### src/rtl/bcd_serial_add_ctrl.sv
// Digit-serial BCD adder sequencer: drives one external single-digit BCD adder
// per clock, least-significant digit first, and collects the packed result.
module bcd_serial_add_ctrl #(
  parameter int DIGITS = 4
) (
  input  logic                  clk,
  input  logic                  rst,
  input  logic                  start,
  input  logic [4*DIGITS-1:0]   a_bcd,
  input  logic [4*DIGITS-1:0]   b_bcd,
  input  logic                  cin,
  output logic [3:0]            add_a,
  output logic [3:0]            add_b,
  output logic                  add_cin,
  input  logic [3:0]            add_sum,
  input  logic                  add_cout,
  output logic [4*DIGITS-1:0]   sum_bcd,
  output logic                  cout,
  output logic                  busy,
  output logic                  done,
  output logic                  err
);

  localparam int W  = 4 * DIGITS;
  localparam int IW = (DIGITS > 1) ? $clog2(DIGITS) : 1;
  localparam logic [IW-1:0] LAST_IDX = IW'(DIGITS - 1);

  typedef enum logic [1:0] {
    IDLE = 2'd0,
    RUN  = 2'd1,
    FIN  = 2'd2
  } state_t;

  state_t          state_q;
  logic [IW-1:0]   idx_q;
  logic            carry_q;
  logic [W-1:0]    a_q;
  logic [W-1:0]    b_q;
  logic [W-1:0]    sum_q;
  logic            cout_q;
  logic            done_q;
  logic            err_q;
  logic [3:0]      a_dig_s;
  logic [3:0]      b_dig_s;

  // True when any 4-bit digit of the packed operand is outside 0..9.
  function automatic logic has_bad_digit(input logic [W-1:0] v);
    logic bad;
    bad = 1'b0;
    for (int i = 0; i < DIGITS; i++) begin
      bad = bad | (v[4*i +: 4] > 4'd9);
    end
    return bad;
  endfunction

  // Select the operand digits addressed by the running index.
  always_comb begin
    a_dig_s = 4'd0;
    b_dig_s = 4'd0;
    for (int i = 0; i < DIGITS; i++) begin
      a_dig_s = a_dig_s | ({4{idx_q == IW'(i)}} & a_q[4*i +: 4]);
      b_dig_s = b_dig_s | ({4{idx_q == IW'(i)}} & b_q[4*i +: 4]);
    end
  end

  // Digit-adder operands are only live while running; quiet zeros otherwise.
  always_comb begin
    add_a   = 4'd0;
    add_b   = 4'd0;
    add_cin = 1'b0;
    case (state_q)
      RUN: begin
        add_a   = a_dig_s;
        add_b   = b_dig_s;
        add_cin = carry_q;
      end
      default: begin
        add_a   = 4'd0;
        add_b   = 4'd0;
        add_cin = 1'b0;
      end
    endcase
  end

  // Sequencer state, operand capture, carry chain and result registers.
  always_ff @(posedge clk) begin
    if (rst) begin
      state_q <= IDLE;
      idx_q   <= {IW{1'b0}};
      carry_q <= 1'b0;
      a_q     <= {W{1'b0}};
      b_q     <= {W{1'b0}};
      sum_q   <= {W{1'b0}};
      cout_q  <= 1'b0;
      done_q  <= 1'b0;
      err_q   <= 1'b0;
    end else begin
      done_q <= 1'b0;
      case (state_q)
        IDLE: begin
          if (start) begin
            a_q     <= a_bcd;
            b_q     <= b_bcd;
            carry_q <= cin;
            idx_q   <= {IW{1'b0}};
            err_q   <= 1'b0;
            if (has_bad_digit(a_bcd) || has_bad_digit(b_bcd)) begin
              err_q   <= 1'b1;
              sum_q   <= {W{1'b0}};
              cout_q  <= 1'b0;
              done_q  <= 1'b1;
              state_q <= FIN;
            end else begin
              state_q <= RUN;
            end
          end
        end
        RUN: begin
          for (int i = 0; i < DIGITS; i++) begin
            if (idx_q == IW'(i)) begin
              sum_q[4*i +: 4] <= add_sum;
            end
          end
          carry_q <= add_cout;
          if (idx_q == LAST_IDX) begin
            cout_q  <= add_cout;
            done_q  <= 1'b1;
            state_q <= FIN;
          end else begin
            idx_q <= idx_q + IW'(1);
          end
        end
        FIN: begin
          state_q <= IDLE;
        end
        default: begin
          state_q <= IDLE;
        end
      endcase
    end
  end

  assign sum_bcd = sum_q;
  assign cout    = cout_q;
  assign done    = done_q;
  assign err     = err_q;
  assign busy    = (state_q != IDLE);

endmodule

### config.mk
export PLATFORM = sky130hd
export DESIGN_NAME = bcd_serial_add_ctrl
export DESIGN_NICKNAME = d
export VERILOG_FILES = /design/src/rtl/bcd_serial_add_ctrl.sv
export SDC_FILE = /design/constraint.sdc
export NUM_CORES = 1
export LEC_CHECK = 0
export BUFFER_PORTS_ARGS = -buffer_cell sky130_fd_sc_hd__buf_2
export CAP_MARGIN = 20
export CORE_UTILIZATION = 52
export CTS_CLUSTER_DIAMETER = 150
export DETAILED_ROUTE_END_ITERATION = 16
export HOLD_SLACK_MARGIN = 0.08
export PLACE_DENSITY_LB_ADDON = 0.25
export SLEW_MARGIN = 20
export SYNTH_ARGS = -nofsm -noshare
export SYNTH_HDL_FRONTEND = slang
export SYNTH_SLANG_ARGS = --single-unit
### constraint.sdc
create_clock -name clk -period 2.3 [get_ports clk]
set_input_delay 0.46 -clock clk [delete_from_list [all_inputs] [get_ports clk]]
set_output_delay 0.46 -clock clk [all_outputs]
set_load 0.01 [all_outputs]
==> results.yml <==
cts:
  cts_max_level: 2
  clock_path_buffers: 2
  cts_root_buf: "clkbuf_8"
  cts-buffers-inserted: 5
  clk_pin_slew_ns: 0.10
  cts_tree: "done"
  post_cts_buffers: 0
  cts_num_sinks: 56
  cts_hold_buf: 0
  clock_latency_ns: 0.31
detailed_routing:
  routed_wirelength_mm: 6.11
  routed-via-count: 2453
  dr.pass1.iters: 4
  drt_iter0_markers: 127
  drc_errors: 0
  ant_nets: 0
  wl_per_cell_um: 14.0
  vias_per_cell: 5.63
critical_path:
  reg2reg_to: "sum_bcd[0]"
  rr_startpoint: "idx_q[0]"
  reg2regPathDepth: 6
  cp-start-kind: "flop"
  r2r_slack_ns: 0.41
  cp_max_fo: 9
  path_class: "reg2out"
  cp_cell_sequence: "inv_1 > ha_1 > a22oi_1 > a21oi_1 > buf_2"
  worst_path_max_delay_cell: "dfxtp_1"
  critPathArrivalTime_ns: 1.71
  cp_data_required_time_ns: 1.84
  cp_slowest_stage_delay_ns: 0.42
  crit_buf_inv: 2
  crit_path_end_kind: "primary output"
  cp_top_family: "flip-flops"
timing:
  slew_headroom: 0.633
  hold_viol_final: 0
  period_needed_ns: 2.17
  final.setup_skew_ns: 0.00368
  finalSetupViolations: 0
  fmax_ghz: 0.461
  post-route-period-util: 0.943
  drv_slew: 0
  worst_slew_pin_slew_ns: 0.549
  setup_slack_ns: 0.131
  setup_tns_ns: 0
  rsz0062_at_grt: "no"
power_and_ir_drop:
  power_leakage_nw: 1.15
  p_per_area_nw_per_um2: 584
  ir_worst_vdd_uv: 321
cells_and_area:
  n_fill_cell: 425
  drive_gt1_frac: 0.285
  num-nets-final: 413
  diodes: 0
  area_delta_synth_final_pct: 19.9
  mostFrequentLayoutCells: "nand2_1, buf_2, dfxtp_1, a21oi_1, nand3_1"
yosys:
  syn_area_um2: 2540
  synth_top_area_frac: 0.441
  synth_area_leaders: "dfxtp_1, nand2_1, a21oi_1"
  netlist_instances: 312
  async_reset_ff_frac: 0
  syn-mean-instance-area_um2: 8.16
  synth_warnings: 0
  yosysTopAreaCell: "dfxtp_1"
  synth-seq-cells: 56
  synth_edf_count: 0
  syn_nets: 357
  yosysUniqueCellTypes: 31
  synth_ff_type: "dfxtp_1"
  yosysSeqAreaShare: 0.441
placement:
  post-place-ws_ns: 0.259
  gp_congestion: 0.791
  hpwl_mm: 4.30
  numPortBuffers: 69
floorplan:
  die-area_um2: 5180
  num_io_pins: 70
  core_um2: 4720
  start_util: 0.539
  dieHeight_um: 72.0
  die_x_um: 72.0
  num_rows: 25
run:
  drv_cap: 0
hold_path:
  holdPathEnd: "b_q[8]"
  min_from: "b_bcd[8]"
  worstHoldPathType: "in2reg"
  hold_depth: 3
global_route:
  antenna_found_initial: 0
  overflow: 0
  grt_max_degree: 36
  grt_usage: 0.248
  grt_pass1_wl_mm: 9.94
  grt_pass1_vias: 2037
outcome:
  status: "complete, no violations"
tightest hold or removal path: cells and delay by family:
kind                   cells  cell delay [ns]
AO/OA/AOI/OAI              1             0.05
buffers and inverters      1             0.09
AND/OR/NAND/NOR            1             0.04
cell type report:
type / count / area, um^2 / area share
clock buffer: 6 / 72.6 / 0.0238
clock inverter: 2 / 16.3 / 0.00533
inverter: 3 / 11.3 / 0.00369
multi-input combinational: 220 / 1280 / 0.419
sequential: 56 / 1120 / 0.368
tap: 67 / 83.8 / 0.0275
timing repair buffer: 82 / 468 / 0.153
worst max-delay path by stage:
stage                     startpoint    endpoint  slack, ns  cells after the start
final                       idx_q[0]    add_b[1]       0.13                      5
after global routing        idx_q[0]    add_b[1]      0.003                      5
after CTS                   idx_q[0]    add_a[0]       0.11                      5
after detailed placement    a_bcd[9]  sum_bcd[3]       0.26                      6
after global placement      a_bcd[9]  sum_bcd[3]       0.28                      6
after floorplan             idx_q[0]    add_a[0]       0.42                      6
logic make-up after synthesis:
group,after synthesis,share of synthesized area
compound gates,110,0.296
flops,56,0.441
fa+ha+maj,4,0.0197
buf+inv,36,0.0629
simple gates,106,0.181
flip-flops by register name, summed over array words and instances (netlist names):
| signal | flops |
|---|---|
| a_q | 16 |
| b_q | 16 |
| carry_q | 1 |
| cout | 1 |
| done | 1 |
| err | 1 |
| idx_q | 2 |
| state_q | 2 |
| sum_bcd | 16 |
synth_stat cells, types with 2 or more instances:
master     n
a311oi_2  10
inv_1      2
clkbuf_1  21
o21ai_0    5
dfxtp_1   56
a311oi_1   7
ha_1       4
nand3_1   18
a22oi_1   18
nor2_1     4
buf_1      4
o21ai_1    4
a21oi_1   46
nand2_1   69
a31oi_1   17
nor3_1     4
buf_6      2
nand2b_1   2
buf_2      5
nand4_1    2
a211oi_1   2
routing by layer:
layer,GRT usage,routed length [um],vias to the layer above
li1,-,-,1233
met1,0.342,2770,1129
met2,0.392,2920,81
met3,0.0472,307,10
met4,0.0850,112,0
met5,0,0,-
per-stage QoR:
step	hold slack, ns	utilization	area, um^2	instances	total power [mW]
after floorplan	0.436	-	2540	312	1.17
after global placement	0.441	0.625	2950	428	1.26
final	0.367	0.646	3050	436	1.78
after CTS	0.365	0.644	3040	436	1.79
after global routing	0.372	0.646	3050	436	1.86
after detailed placement	0.446	0.625	2950	428	1.26
where the power goes:
group,internal (mW),leakage (nW),switching [mW],total [mW]
combinational,0.0835,0.655,0.125,0.209
sequential,1.01,0.457,0.0228,1.03
clock,0.217,0.0414,0.325,0.542
repair_timing:
item                                   CTS  global route
setup endpoints to repair                0             4
resized for setup                        0             2
endpoints found under the hold margin    0             0
No activity file was read; power rests on OpenSTA's default activity.
